`config.mk`:
```
export PLATFORM = sky130hd
export DESIGN_NAME = setpoint_ramp_ctrl
export DESIGN_NICKNAME = d
export VERILOG_FILES = /design/src/rtl/esc_pkg.sv /design/src/rtl/ramp_step_unit.sv /design/src/rtl/setpoint_ramp_ctrl.sv
export SDC_FILE = /design/constraint.sdc
export NUM_CORES = 1
export LEC_CHECK = 0
export ABC_AREA = 1
export ABC_CLOCK_PERIOD_IN_PS = 9480
export BUFFER_PORTS_ARGS = -buffer_cell sky130_fd_sc_hd__buf_2
export CAP_MARGIN = 20
export CORE_ASPECT_RATIO = 1.5
export CORE_MARGIN = 4
export CORE_UTILIZATION = 40
export DETAILED_ROUTE_END_ITERATION = 16
export SKIP_CTS_REPAIR_TIMING = 1
export SLEW_MARGIN = 20
export SYNTH_ARGS = -nofsm -noshare
export SYNTH_HDL_FRONTEND = slang
export SYNTH_SLANG_ARGS = --single-unit
export TNS_END_PERCENT = 1
```
`constraint.sdc`:
```
create_clock -name clk -period 9.48 [get_ports clk]
set_input_delay 0.948 -clock clk [delete_from_list [all_inputs] [get_ports clk]]
set_output_delay 0.948 -clock clk [all_outputs]
set_load 0.05 [all_outputs]
```
`src/rtl/esc_pkg.sv`:
```
// ---------------------------------------------------------------------------
// esc_pkg
// Shared definitions for the ESC setpoint ramp controller: the 2-bit state
// encoding, default ramp parameters, datapath widths and a small helper that
// maps a zero step request onto the smallest legal step.
// ---------------------------------------------------------------------------
package esc_pkg;

    // Controller states. The encoding is also exposed on the debug port of
    // setpoint_ramp_ctrl so checkers can bind to it directly.
    typedef enum logic [1:0] {
        ST_IDLE  = 2'd0,
        ST_PRIME = 2'd1,
        ST_RAMP  = 2'd2,
        ST_HOLD  = 2'd3
    } esc_state_e;

    // Slowest speed: the largest commutation period the datapath accepts.
    localparam logic [15:0] START_PERIOD_DEFAULT = 16'hFFFF;

    // Number of cycles the tuner-reset strobe stays high before ramping.
    localparam int PRIME_CYCLES_DEFAULT = 4;

    localparam int PERIOD_W    = 16;
    localparam int STEP_W      = 8;
    localparam int DWELL_W     = 16;
    localparam int PRIME_CNT_W = 4;

    // A step of zero would stall the ramp forever, so it is promoted to 1.
    function automatic logic [STEP_W-1:0] effective_step(input logic [STEP_W-1:0] s);
        return (s == '0) ? STEP_W'(1) : s;
    endfunction

endpackage

```
`src/rtl/ramp_step_unit.sv`:
```
// ---------------------------------------------------------------------------
// ramp_step_unit
// Combinational saturating "one step toward target" calculation.
//
// Ports
//   current   in  16  present setpoint
//   target    in  16  final setpoint
//   step      in  8   requested step magnitude (0 is treated as 1)
//   next      out 16  setpoint after one update
//   at_target out 1   next equals target
//
// The distance is evaluated in 17 bits so neither direction can wrap: if the
// remaining distance is within one step the result lands exactly on target,
// otherwise the setpoint moves by a full step, which by construction stays
// strictly between current and target.
// ---------------------------------------------------------------------------
module ramp_step_unit
    import esc_pkg::*;
(
    input  logic [PERIOD_W-1:0] current,
    input  logic [PERIOD_W-1:0] target,
    input  logic [STEP_W-1:0]   step,
    output logic [PERIOD_W-1:0] next,
    output logic                at_target
);

    logic [PERIOD_W:0] cur_ext;
    logic [PERIOD_W:0] tgt_ext;
    logic [PERIOD_W:0] step_ext;
    logic [PERIOD_W:0] distance;
    logic [PERIOD_W:0] next_ext;
    logic              rising;

    always_comb begin
        cur_ext  = {1'b0, current};
        tgt_ext  = {1'b0, target};
        step_ext = {{(PERIOD_W + 1 - STEP_W){1'b0}}, effective_step(step)};
        rising   = 1'b0;
        distance = '0;
        next_ext = cur_ext;

        if (tgt_ext >= cur_ext) begin
            rising   = 1'b1;
            distance = tgt_ext - cur_ext;
        end else begin
            distance = cur_ext - tgt_ext;
        end

        if (distance <= step_ext) begin
            next_ext = tgt_ext;
        end else if (rising) begin
            next_ext = cur_ext + step_ext;
        end else begin
            next_ext = cur_ext - step_ext;
        end
    end

    assign next      = next_ext[PERIOD_W-1:0];
    assign at_target = (next_ext == tgt_ext);

endmodule

```
`src/rtl/setpoint_ramp_ctrl.sv`:
```
// ---------------------------------------------------------------------------
// setpoint_ramp_ctrl
// Soft-start controller for the ESC. From rest it pulses the PID/autotune
// reset, then walks period_reference from START_PERIOD toward a requested
// target in fixed steps, one step every (dwell + 1) cycles, and holds there.
//
// Ports
//   clk              in  1   system clock, rising edge
//   rst              in  1   synchronous active-high reset
//   start            in  1   one-cycle request; latches target/step/dwell
//   abort            in  1   level; motor off, back to IDLE (beats start)
//   target_period    in  16  final period_reference
//   step             in  8   change per update (0 acts as 1)
//   dwell            in  16  cycles between updates, minus one
//   period_reference out 16  setpoint to the PID datapath
//   pwm_en           out 1   motor drive enable
//   tunerreset       out 1   PID/autotune reset strobe
//   busy             out 1   high in PRIME or RAMP
//   done             out 1   one-cycle pulse when the setpoint hits target
//   state_dbg        out 2   current FSM state (esc_state_e encoding)
//
// All outputs are registered. done is raised by the same edge that writes
// the final setpoint, so it is seen the cycle after the last update tick,
// together with state HOLD.
// ---------------------------------------------------------------------------
module setpoint_ramp_ctrl
    import esc_pkg::*;
#(
    parameter logic [15:0] START_PERIOD = START_PERIOD_DEFAULT,
    parameter int          PRIME_CYCLES = PRIME_CYCLES_DEFAULT
) (
    input  logic                clk,
    input  logic                rst,
    input  logic                start,
    input  logic                abort,
    input  logic [PERIOD_W-1:0] target_period,
    input  logic [STEP_W-1:0]   step,
    input  logic [DWELL_W-1:0]  dwell,
    output logic [PERIOD_W-1:0] period_reference,
    output logic                pwm_en,
    output logic                tunerreset,
    output logic                busy,
    output logic                done,
    output logic [1:0]          state_dbg
);

    // Last PRIME cycle index; tunerreset is high for PRIME_CYCLES cycles.
    localparam logic [PRIME_CNT_W-1:0] PRIME_LAST = PRIME_CNT_W'(PRIME_CYCLES - 1);

    esc_state_e               state;
    logic [PRIME_CNT_W-1:0]   prime_cnt;
    logic [DWELL_W-1:0]       dwell_cnt;
    logic [PERIOD_W-1:0]      target_l;
    logic [STEP_W-1:0]        step_l;
    logic [DWELL_W-1:0]       dwell_l;

    logic [PERIOD_W-1:0]      step_next;
    logic                     step_at_target;
    logic                     update_tick;

    ramp_step_unit u_step (
        .current   (period_reference),
        .target    (target_l),
        .step      (step_l),
        .next      (step_next),
        .at_target (step_at_target)
    );

    // The dwell counter wraps at the latched dwell; that wrap is the update.
    assign update_tick = (dwell_cnt == dwell_l);
    assign state_dbg   = state;

    always_ff @(posedge clk) begin
        if (rst) begin
            state            <= ST_IDLE;
            period_reference <= START_PERIOD;
            pwm_en           <= 1'b0;
            tunerreset       <= 1'b0;
            busy             <= 1'b0;
            done             <= 1'b0;
            prime_cnt        <= '0;
            dwell_cnt        <= '0;
            target_l         <= '0;
            step_l           <= '0;
            dwell_l          <= '0;
        end else if (abort) begin
            // Motor off immediately; latched request values are left alone,
            // a fresh start overwrites them anyway.
            state            <= ST_IDLE;
            period_reference <= START_PERIOD;
            pwm_en           <= 1'b0;
            tunerreset       <= 1'b0;
            busy             <= 1'b0;
            done             <= 1'b0;
            prime_cnt        <= '0;
            dwell_cnt        <= '0;
        end else begin
            done <= 1'b0;

            // start re-latches the request in every state. An update tick in
            // the same cycle still uses the previous request.
            if (start) begin
                target_l <= target_period;
                step_l   <= step;
                dwell_l  <= dwell;
            end

            case (state)
                ST_IDLE: begin
                    period_reference <= START_PERIOD;
                    pwm_en           <= 1'b0;
                    busy             <= 1'b0;
                    tunerreset       <= 1'b0;
                    if (start) begin
                        state      <= ST_PRIME;
                        pwm_en     <= 1'b1;
                        busy       <= 1'b1;
                        tunerreset <= 1'b1;
                        prime_cnt  <= '0;
                    end
                end

                ST_PRIME: begin
                    if (prime_cnt == PRIME_LAST) begin
                        state      <= ST_RAMP;
                        tunerreset <= 1'b0;
                        prime_cnt  <= '0;
                        dwell_cnt  <= '0;
                    end else begin
                        prime_cnt <= prime_cnt + 1'b1;
                    end
                end

                ST_RAMP: begin
                    // A retarget here deliberately leaves dwell_cnt running so
                    // the update cadence is not disturbed.
                    if (update_tick) begin
                        dwell_cnt        <= '0;
                        period_reference <= step_next;
                        if (step_at_target) begin
                            state <= ST_HOLD;
                            busy  <= 1'b0;
                            done  <= 1'b1;
                        end
                    end else begin
                        dwell_cnt <= dwell_cnt + 1'b1;
                    end
                end

                ST_HOLD: begin
                    // Motor is already spinning: skip PRIME and ramp from the
                    // held setpoint.
                    if (start) begin
                        state     <= ST_RAMP;
                        busy      <= 1'b1;
                        dwell_cnt <= '0;
                    end
                end

                default: begin
                    state <= ST_IDLE;
                end
            endcase
        end
    end

endmodule

```
==> Word-level counts from Yosys, hierarchy flattened <==
Cells that the tools add are included.
{ "classes": {"n_bitwise": 3, "addsub": 6, "mux": 28, "reduce_logical": 15, "order_cmp": 2, "n_eq_ne": 11} }
{ "ops": {"columns": ["op", "count"], "rows": [
  ["16-bit two-way mux", 4],
  ["17-bit two-way mux", 3],
  ["16-bit case mux with 3 select lines", 1],
  ["16-bit by 16-bit subtractor with 17-bit output", 2],
  ["16-bit case mux with 2 select lines", 1],
  ["16-bit by 8-bit adder with 17-bit output", 1],
  ["17-bit by 16-bit equality test with 1-bit output", 1],
  ["17-bit by 8-bit <= comparator with 1-bit output", 1],
  ["16-bit by 8-bit subtractor with 17-bit output", 1],
  ["16-bit by 1-bit adder with 16-bit output (second input constant)", 1],
  ["16-bit equality test", 1],
  ["16-bit >= comparator", 1],
  ["2-bit two-way mux", 5],
  ["2-bit != test (second input constant)", 5],
  ["8-bit logical NOT", 1],
  ["4-bit two-way mux", 2],
  ["8-bit two-way mux", 1],
  ["2-bit case mux with 4 select lines", 1],
  ["4-bit case mux with 2 select lines", 1],
  ["2-bit AND reduction", 4],
  ["1-bit two-way mux", 7],
  ["3-bit nonzero test", 2],
  ["5-bit AND reduction", 1],
  ["4-bit by 1-bit adder with 4-bit output (second input constant)", 1],
  ["12 further kinds", 16]
]} }
{ "totals": {"elab_cells": 76, "in_bits": 44, "output_inout_bits": 22, "reg_bits": 82} }

==> Longest topological paths before layout <==
Gate-level depths: netlist of the first run.
{ "depth": {"depth_word": 9, "mapped_depth": 42, "mapped_depth_nobuf": 39} }

==> Hierarchy <==
From an unflattened synthesis of the first run, not the netlist that was laid out.
{ "unflattened": {"cells_unflattened": 1278, "area_unflattened_um2": 7688.6} }
{ "by_module_without_submodules": {"columns": ["module", "seq_area_each_um2", "cells_each", "area_per_inst_um2", "instances"], "rows": [
  ["ramp_step_unit", 0.0, 780, 4112.7, 1],
  ["setpoint_ramp_ctrl", 1641.6, 498, 3575.9, 1]
]} }

==> Least setup slack after synthesis of the first run <==
No wires, ideal clock.
{ "synth_timing": {"path_type": "register to register", "startpoint": "register period_reference[1]", "endpoint": "register state[0], in the netlist state_dbg[0]", "setup_time_ns": 0.115, "path_stages_with_launch": 33, "t_required_ns": 9.365, "setup_slack_ns": 4.658, "n_path_buf": 2, "synth_period_minus_slack_ns": 4.822, "t_arrival_ns": 4.707, "cell_sequence": "dfxtp_1 > inv_1 > ha_1 > nand2_1 > nor2_2 > nand3_1 > nand3_2 > nand2_2 > nand2_4 > buf_8 > clkbuf_1 > nor2_1 > xor2_1 > inv_1 > ha_1 > a21oi_1 > nand2_1 > a21oi_1 > o21ai_0 > a21boi_0 > o21ai_0 > nand2_1 > nand2_1 > nand3_1 > nand2_1 > nor2_1 > nand2_1 > nor2_1 > nand3_1 > nand2_2 > nand3_1 > nand2_1 > nor2_1"} }
{ "synth_between": {"elab_chain_len": 7, "word_cells_on_any_way": 13, "cone_classes": "add/sub (4); order compare (2); eq/ne (2); mux (4); reduce/logical (1)"} }
{ "synth_rtl": {"columns": ["element", "line", "rtl"], "rows": [
  ["start: declaration", "setpoint_ramp_ctrl.sv:39", "output logic [PERIOD_W-1:0] period_reference,"],
  ["start signal: assignment", "setpoint_ramp_ctrl.sv:139", "period_reference <= step_next;"],
  ["16-bit by 16-bit subtractor with 17-bit output, or another cell as far along", "ramp_step_unit.sv:46", "distance = cur_ext - tgt_ext;"],
  ["17-bit two-way mux or 1-bit two-way mux (tied branches)", "ramp_step_unit.sv:42", "if (tgt_ext >= cur_ext) begin"],
  ["17-bit by 8-bit <= comparator with 1-bit output or 17-bit two-way mux (tied branches)", "ramp_step_unit.sv:49, ramp_step_unit.sv:51", null],
  ["17-bit two-way mux *", "ramp_step_unit.sv:49", "if (distance <= step_ext) begin"],
  ["17-bit by 16-bit equality test with 1-bit output *", "ramp_step_unit.sv:59", "assign at_target = (next_ext == tgt_ext);"],
  ["2-bit != test (no source line) *", null, null],
  ["5-bit AND reduction (no source line) *", null, null],
  ["end signal: assignment", "setpoint_ramp_ctrl.sv:75", "state <= ST_IDLE;"],
  ["end signal: assignment", "setpoint_ramp_ctrl.sv:89", "state <= ST_IDLE;"],
  ["end signal: assignment", "setpoint_ramp_ctrl.sv:115", "state <= ST_PRIME;"],
  ["end: declaration", "setpoint_ramp_ctrl.sv:50", "esc_state_e state;"]
]} }
Mark *: on every way between the ends. The rest lies on a longest branch, timed or not.
A chain may end at the register's enable or synchronous reset.

==> Worst setup path in the final report of the first run <==
{ "layout_timing": {"startpoint": "register period_reference[3]", "endpoint": "register state[0], in the netlist state_dbg[0]"} }
Same word-level chain as after synthesis.

==> impl_metrics.json, run 1 <==
{
  "seq_area_frac_synth_pct": 22.5,
  "detailedRoute.firstPassIterationCount": 5,
  "detail_route.drc_violations": 0,
  "synth_ff_type": "dfxtp_1",
  "post_route_cells_drive_above_1_share_pct": 9.42,
  "ant_nets": 0,
  "post-dp-hpwl_um": 18400,
  "grt.total_usage_pct": 21.8,
  "finalWorstSetupSlack_ps": 3890,
  "boundaryPins": 66,
  "ant_diodes": 0,
  "post-place-cells": 1453,
  "wl_per_cell_um": 15.4,
  "ys_seq_elements": 82,
  "maxSlewViolCount": 0,
  "worst_ir_drop_on_vdd_uv": 96.4,
  "fin_worst_skew_ps": 9.95,
  "fin_nets": 1354,
  "critPathLaunchType": "register",
  "cts.path.max_buffers": 2,
  "cp_slowest_stage_delay_ps": 540,
  "timing.final.setup_violations": 0,
  "worst_ep_arrival_time_ps": 5830,
  "yosys_warnings": 0,
  "syn2layout_area_growth_pct": 11.2,
  "crit_type": "register to register",
  "synthesis.instances": 1196,
  "port-buffer-count": 65,
  "worst_slew_margin_rel_pct": 31.0,
  "path_clk_slew_ps": 70,
  "placeable_core_region_sq_um": 17900,
  "first_global_vias": 7339,
  "grt_antenna_before_repair": 0,
  "max_cap_violations": 0,
  "synth_enable_flop_cells": 0,
  "initial_core_util_pct": 40.6,
  "placement.setup.worst_slack_ps": 3940,
  "power_density_relative_to_cell_area_nw_per_um2": 137,
  "netlist_area_before_placement_sq_um": 7290,
  "weighted_congestion_reported_at_the_end_of_routability_driven_placement": 0.960,
  "fin_crit_ps": 5590,
  "cp-end-kind": "register",
  "yosysTopAreaCellShare_pct": 22.5,
  "chipWidth_um": 118,
  "min-delay-path-class": "register to register",
  "fin_cells": 1469,
  "grt_first_pass_wirelength_um": 36000,
  "leading_cell_types_by_total_area_after_synthesis": "dfxtp_1 23%, nand2_1 16%, ha_1 10%",
  "totalPowerFinal_mw": 1.11,
  "post_dr_vias_cell": 5.12,
  "die_height_um": 173,
  "pin_count_of_the_biggest_net_entering_global_routing": 66,
  "vias": 7514,
  "final_hold_viol_count": 0,
  "synth_nets": 1303,
  "crit_path_required_time_ps": 9720,
  "most_prevalent_standard_cell_on_the_critical_path": "nand2_1",
  "numClockSinks": 82,
  "max_freq_mhz": 179,
  "tritoncts": "yes",
  "min_from": "dwell_l[1]",
  "synth.avg_cell_area_sq_um": 6.10,
  "cts_buffers": 9,
  "clock_tree.htree_level_count": 3,
  "synth_top_cell_by_area": "dfxtp_1",
  "cts_root_buffer": "clkbuf_16",
  "timing.critical_path.from": "period_reference[3]",
  "yosysUniqueCellTypes": 47,
  "globalRouteOverflowTotal": 0,
  "worstReg2RegStart": "period_reference[3]",
  "setup_repair_after_global_routing_missed_its_margin": "no",
  "period_utilisation_layout_pct": 59.0,
  "ys_async_sr_fraction_pct": 0,
  "most-common-layout-cells": "317 x nand2_1, 192 x inv_1, 107 x nor2_1",
  "critical-path-slowest-cell": "nand2_2",
  "fin_tns_setup_ps": 0,
  "run_status": "finished clean",
  "path_max_fanout": 59,
  "placementRows": 60,
  "static-leakage-power_nw": 4.18,
  "worst_pin_slew_ps": 1030,
  "routed_wirelength_um": 22600,
  "die-area_sq_um": 20500,
  "drt-initial-drc-count": 473,
  "clkLatencyLatePin_ps": 350,
  "final_common_cell": "nand2_1"
}
-- logic make-up (layout without fill, tap and decap cells) --
group / count (synthesis) / in the layout / synth area share [%]
simple gates: 571 / 571 / 33.8
buf+inv: 231 / 287 / 12.5
compound gates: 207 / 207 / 15.0
flops: 82 / 82 / 22.5
fa+ha+maj: 63 / 63 / 11.1
xor+xnor: 41 / 41 / 4.92
mux: 1 / 1 / 0.137
-- metal layers --
layer  part of all wire [%]  up-vias  routed length (um)  global-route usage (%)
met5                      0        -                   0                       0
met4                    5.1        0                1140                    11.1
met3                    4.2       67                 941                    2.35
met2                     52      210               11800                    41.3
met1                     39     3324                8720                    23.5
li1                       -     3913                   -                       -
-- sequential cells by signal (all words and copies together), names as in the netlist --
| signal | flops |
|---|---|
| target_l | 16 |
| step_l | 8 |
| tunerreset | 1 |
| dwell_l | 16 |
| busy | 1 |
| done | 1 |
| period_reference | 16 |
| prime_cnt | 4 |
| state_dbg | 2 |
| pwm_en | 1 |
| dwell_cnt | 16 |
-- metrics by stage --
stage,hold slack (ps),util (%),area [sq um]
2_1_floorplan,445,-,7290
3_5_place_dp,462,43.4,7780
5_1_grt,488,45.2,8110
4_1_cts,471,45.2,8110
3_3_place_gp,459,43.4,7780
6_report,469,45.2,8110
-- critical path: cells and delay by family, from the launching register on --
family / cells / cell delay, ps
flops: 1 / 460
xor+xnor: 1 / 140
fa+ha+maj: 2 / 700
compound gates: 1 / 450
buf+inv: 5 / 580
simple gates: 30 / 3150
-- path summary, 6_finish.rpt --
kind         depth (start not counted)            to  slack (ps)
max                                 39  state_dbg[0]        3890
min                                  2    dwell_l[1]         470
max reg2reg                         39  state_dbg[0]        3890
min reg2reg                          2    dwell_l[1]         470
-- power breakdown --
group / internal, mW / switching (mW)
combinational: 0.127 / 0.224
sequential: 0.358 / 0.0129
clock: 0.238 / 0.151
-- cell type report --
class,instances,area (sq um)
clock buffers,10,239
clock inverters,6,90.1
fillers,1943,9830
inverters,199,747
multi-input cells,883,4740
flip-flops and latches,82,1640
well taps,217,272
repair buffers,72,378
-- cells in the mapped netlist (2+ instances only) --
master and n:
nor2_1 107, dfxtp_1 82, nor2_2 2, nand3_1 83, clkbuf_1 21, fa_1 3, nand3b_1 4, xor2_1 33
xnor2_1 8, inv_2 6, nand2_1 317, nand3_2 2, and3_1 2, o22ai_1 4, buf_2 5, nor3b_1 3
o21a_1 4, buf_6 3, a211oi_1 3, nor3_1 12, inv_1 193, ha_1 60, nor2_4 3, nand4_1 14
nor4_1 6, nand2_4 4, a31oi_1 6, o21bai_1 4, o21ai_0 96, nand2_2 7, a21oi_1 83
Power figures use the tool's default switching activity.
==> run 2: changes to the inputs <==
--- a/config.mk
+++ b/config.mk
@@ -6,7 +6,7 @@
 export NUM_CORES = 1
 export LEC_CHECK = 0
 export ABC_AREA = 1
-export ABC_CLOCK_PERIOD_IN_PS = 9480
+export ABC_CLOCK_PERIOD_IN_PS = 5670
 export BUFFER_PORTS_ARGS = -buffer_cell sky130_fd_sc_hd__buf_2
 export CAP_MARGIN = 20
 export CORE_ASPECT_RATIO = 1.5
==> constraint.sdc (replaced) <==
create_clock -name clk -period 5.67 [get_ports clk]
set_input_delay 0.567 -clock clk [delete_from_list [all_inputs] [get_ports clk]]
set_output_delay 0.567 -clock clk [all_outputs]
set_load 0.05 [all_outputs]
==> run 2 against run 1 <==
Worst hold slack got worse by 23 ps. Critical path depth down 3. Count of clock-buffer cells in the layout is the same. Cell area up 0.22%. Sequential cell count did not move.
==> impl_metrics.json, run 2 (same netlist as run 1, synthesis figures left out) <==
{
  "power_density_relative_to_cell_area_nw_per_um2": 225,
  "port-buffer-count": 65,
  "max_freq_mhz": 196,
  "grt_antenna_before_repair": 0,
  "multi_input_comb_area_sq_um": 4750,
  "worst_ep_arrival_time_ps": 5340,
  "min-delay-path-class": "input pin to register",
  "fin_worst_skew_ps": 13.2,
  "weighted_congestion_reported_at_the_end_of_routability_driven_placement": 0.980,
  "post_route_cells_drive_above_1_share_pct": 9.71,
  "drt-initial-drc-count": 464,
  "power.share.sequential_pct": 34.0,
  "final-seq-area_sq_um": 1640,
  "most-common-layout-cells": "317 x nand2_1, 192 x inv_1, 107 x nor2_1",
  "top_signal_layer_used": "met4",
  "met3_wirelength_um": 778,
  "cts_root_buffer": "clkbuf_16",
  "post_dr_vias_cell": 5.16,
  "worst_pin_slew_ps": 996,
  "clkLatencyLatePin_ps": 350,
  "cts_buffers": 9,
  "critPathLaunchType": "register",
  "placementRows": 60,
  "placeable_core_region_sq_um": 17900,
  "final.fill_count": 1924,
  "setup_repair_after_global_routing_missed_its_margin": "no",
  "pin_count_of_the_biggest_net_entering_global_routing": 66,
  "combPwrFrac_pct": 32.2,
  "die-area_sq_um": 20500,
  "met2_wirelength_um": 11800,
  "wl_per_cell_um": 15.2,
  "final_common_cell": "nand2_1",
  "worst_slew_margin_rel_pct": 33.5,
  "globalRouteOverflowTotal": 0,
  "maxSlewViolCount": 0,
  "crit_type": "register to register",
  "most_prevalent_standard_cell_on_the_critical_path": "nand2_1",
  "path_max_fanout": 40,
  "cp_slowest_stage_delay_ps": 490,
  "timing.final.setup_violations": 0,
  "initial_core_util_pct": 40.6,
  "switching_share_of_total_power_pct": 35.7,
  "clock_tree.htree_level_count": 3,
  "fin_crit_ps": 5110,
  "vias": 7599,
  "path_clk_slew_ps": 70,
  "max_cap_violations": 0,
  "cp-end-kind": "register",
  "totalPowerFinal_mw": 1.83,
  "detailedRoute.firstPassIterationCount": 5,
  "detail_route.drc_violations": 0,
  "boundaryPins": 66,
  "final_hold_viol_count": 0,
  "chipWidth_um": 118,
  "routed_wirelength_um": 22400,
  "worst_ir_drop_on_vdd_uv": 163,
  "r2r_setup_slack_ps": 560,
  "syn2layout_area_growth_pct": 11.4,
  "total_switching_power_mw": 0.652,
  "grt.total_usage_pct": 21.6,
  "numClockSinks": 82,
  "ant_diodes": 0,
  "wl_met1_um": 8800,
  "post-dp-hpwl_um": 18300,
  "first_global_vias": 7404,
  "p_int_mw": 1.17,
  "tritoncts": "yes",
  "crit_path_required_time_ps": 5910,
  "critical-path-slowest-cell": "dfxtp_1",
  "static-leakage-power_nw": 4.20,
  "die_height_um": 173,
  "fin_tns_setup_ps": 0,
  "clockPowerShare_pct": 33.8,
  "cts.path.max_buffers": 2,
  "run_status": "finished clean",
  "period_utilisation_layout_pct": 90.1,
  "grt_first_pass_wirelength_um": 35800,
  "ant_nets": 0,
  "fin_nets": 1358
}
[run 2: final timing paths]
kind | from | to | cells past startpoint
setup reg to reg | period_reference[1] | busy | 36
hold reg to reg | dwell_l[1] | dwell_l[1] | 2
setup / recovery | period_reference[1] | busy | 36
hold / removal | dwell[0] | dwell_l[0] | 3
[run 2: cell type report]
cell class,count,share of cell area (%)
clock buffer,10,2.94
inverter,199,9.19
sequential,82,20.2
tap,217,3.34
clock inverter,6,0.893
timing repair buffer,76,5.02
multi-input combinational,883,58.4
[run 2: per-layer routing]
layer | up-vias | GRT usage [%]
met5 | - | 0
met4 | 0 | 11.4
met3 | 63 | 1.99
met2 | 201 | 41.0
met1 | 3405 | 23.3
li1 | 3930 | -
[run 2: metrics by stage]
step | utilization, % | setup WS, ps | instance area [sq um] | hold WS, ps | std cells
2_1_floorplan | - | 848 | 7290 | 445 | 1196
3_3_place_gp | 43.5 | 539 | 7810 | 460 | 1457
3_5_place_dp | 43.5 | 473 | 7810 | 466 | 1457
4_1_cts | 45.3 | 437 | 8120 | 438 | 1473
5_1_grt | 45.3 | 84.3 | 8130 | 459 | 1473
6_report | 45.3 | 564 | 8130 | 445 | 1473
[run 2: worst max-delay path: cells and delay by family, from the launching register on]
kind	cells	cell delay, ps
compound gates	1	70
xor+xnor	1	160
fa+ha+maj	2	650
buf+inv	3	310
flops	1	490
mux	1	260
simple gates	28	3030
[run 2: power by group through the flow]
stage / sequential (mW) / clock (mW) / combinational, mW
3_3_place_gp: 0.634 / 0 / 0.583
4_1_cts: 0.621 / 0.636 / 0.586
2_1_floorplan: 0.637 / 0 / 0.430
3_5_place_dp: 0.634 / 0 / 0.583
6_report: 0.621 / 0.617 / 0.588
5_1_grt: 0.624 / 0.654 / 0.672
==> run 3: changes to the inputs <==
--- a/config.mk
+++ b/config.mk
@@ -9,10 +9,14 @@
 export ABC_CLOCK_PERIOD_IN_PS = 5670
 export BUFFER_PORTS_ARGS = -buffer_cell sky130_fd_sc_hd__buf_2
 export CAP_MARGIN = 20
+export CELL_PAD_IN_SITES_DETAIL_PLACEMENT = 1
+export CELL_PAD_IN_SITES_GLOBAL_PLACEMENT = 2
 export CORE_ASPECT_RATIO = 1.5
 export CORE_MARGIN = 4
-export CORE_UTILIZATION = 40
+export CORE_UTILIZATION = 33
+export CTS_BUF_LIST = sky130_fd_sc_hd__clkbuf_8
 export DETAILED_ROUTE_END_ITERATION = 16
+export PLACE_DENSITY_LB_ADDON = 0.1
 export SKIP_CTS_REPAIR_TIMING = 1
 export SLEW_MARGIN = 20
 export SYNTH_ARGS = -nofsm -noshare
==> run 3 against run 2 <==
Clock skew about the same. Routed wire length increased by 18%. Global-route usage increased by 0.38 points. Sequential cell count is the same. First-iteration DRC count fell by 47%. Sequential power is essentially flat. Die area up 20%.
==> impl_metrics.json, run 3 (same netlist as run 1, synthesis figures left out) <==
{
  "run_status": "finished clean",
  "die_height_um": 190,
  "finalWorstSetupSlack_ps": 628,
  "min-delay-path-class": "input pin to register",
  "port-buffer-count": 65,
  "switching_share_of_total_power_pct": 39.2,
  "clkLatencyLatePin_ps": 370,
  "period_utilisation_layout_pct": 88.9,
  "globalRouteOverflowTotal": 0,
  "boundaryPins": 66,
  "cts_root_buffer": "clkbuf_8",
  "vias": 7607,
  "power.share.sequential_pct": 36.7,
  "r2r_cells": 37,
  "fin_crit_ps": 5040,
  "die-area_sq_um": 24600,
  "power_density_relative_to_cell_area_nw_per_um2": 208,
  "tritoncts": "yes",
  "cp_slowest_stage_delay_ps": 450,
  "first_global_vias": 7972,
  "cts.path.max_buffers": 2,
  "fin_cells": 1532,
  "grt_antenna_before_repair": 0,
  "fin_worst_skew_ps": 13.0,
  "chipWidth_um": 129,
  "final-seq-area_sq_um": 1640,
  "detail_route.drc_violations": 0,
  "cp-end-kind": "register",
  "most_prevalent_standard_cell_on_the_critical_path": "nand2_1",
  "maxSlewViolCount": 0,
  "placeable_core_region_sq_um": 21700,
  "placementRows": 66,
  "fin_tns_setup_ps": 0,
  "p_int_mw": 1.03,
  "clockPowerShare_pct": 27.0,
  "combPwrFrac_pct": 36.3,
  "timing.final.setup_violations": 0,
  "final_hold_viol_count": 0,
  "max_cap_violations": 0,
  "final_common_cell": "nand2_1",
  "worst_ir_drop_on_vdd_uv": 137,
  "ant_nets": 0,
  "worst_slew_margin_rel_pct": 57.4,
  "clock_tree.htree_level_count": 3,
  "final.fill_count": 2945,
  "initial_core_util_pct": 33.6,
  "numClockSinks": 82,
  "syn2layout_area_growth_pct": 11.7,
  "fin_nets": 1362,
  "placement.setup.worst_slack_ps": 290,
  "detailedRoute.firstPassIterationCount": 4,
  "path_max_fanout": 35,
  "wl_per_cell_um": 17.3,
  "most-common-layout-cells": "317 x nand2_1, 192 x inv_1, 106 x nor2_1",
  "worst_pin_slew_ps": 632,
  "post-dp-hpwl_um": 22200,
  "static-leakage-power_nw": 4.17,
  "routed_wirelength_um": 26500,
  "grt.total_usage_pct": 22.0,
  "drt-initial-drc-count": 248,
  "critPathLaunchType": "register",
  "path_clk_slew_ps": 100,
  "cts_buffers": 9,
  "totalPowerFinal_mw": 1.69,
  "crit_path_required_time_ps": 5930,
  "multi_input_comb_area_sq_um": 4770,
  "grt_first_pass_wirelength_um": 42000,
  "final_core_utilization_pct": 37.5,
  "crit_type": "register to register",
  "total_switching_power_mw": 0.664,
  "worst_ep_arrival_time_ps": 5310,
  "weighted_congestion_reported_at_the_end_of_routability_driven_placement": 0.847,
  "ant_diodes": 0,
  "post-place-cells": 1516,
  "max_freq_mhz": 198,
  "post_dr_vias_cell": 4.97,
  "depth_of_the_worst_hold_timing_path": 3,
  "pin_count_of_the_biggest_net_entering_global_routing": 41,
  "critical-path-slowest-cell": "dfxtp_1",
  "post_route_cells_drive_above_1_share_pct": 10.4
}
-- run 3: metrics by stage --
| stage | hold WS, ps | cell area (sq um) |
|---|---|---|
| 6_report | 416 | 8150 |
| 5_1_grt | 414 | 8150 |
| 4_1_cts | 393 | 8110 |
| 3_5_place_dp | 478 | 7910 |
| 3_3_place_gp | 459 | 7910 |
| 2_1_floorplan | 445 | 7290 |
-- run 3: layout make-up --
type,count,share of cell area (%)
multi-input combinational,883,58.6
sequential,82,20.2
tap,272,4.18
inverter,199,9.17
timing repair buffer,80,5.42
clock inverter,7,0.952
clock buffer,9,1.52
-- run 3: critical path, delay by kind of cell (launching register included) --
family	cells	cell delay [ps]
simple gates	28	2810
fa+ha+maj	2	740
flops	1	450
compound gates	1	60
mux	1	280
buf+inv	4	420
xor+xnor	1	160
-- run 3: metal layers --
layer	part of all wire (%)	track usage, %
met1	41	24.5
met2	54	42.1
met3	1.7	1.94
met4	3.1	8.41
met5	0	0
-- run 3: path summary, 6_finish.rpt --
kind / slack, ps / from / endpoint
worst min register to register: 490 / dwell_l[13] / dwell_l[13]
worst min-delay path: 420 / dwell[8] / dwell_l[8]
worst max-delay path: 630 / period_reference[3] / busy
worst max register to register: 630 / period_reference[3] / busy
-- run 3: power by group through the flow --
stage	clock (mW)	combinational, mW	sequential [mW]
after floorplan	0	0.430	0.637
after global placement	0	0.613	0.634
after detailed placement	0	0.617	0.635
after CTS	0.478	0.621	0.621
after global routing	0.494	0.702	0.625
final	0.457	0.615	0.621
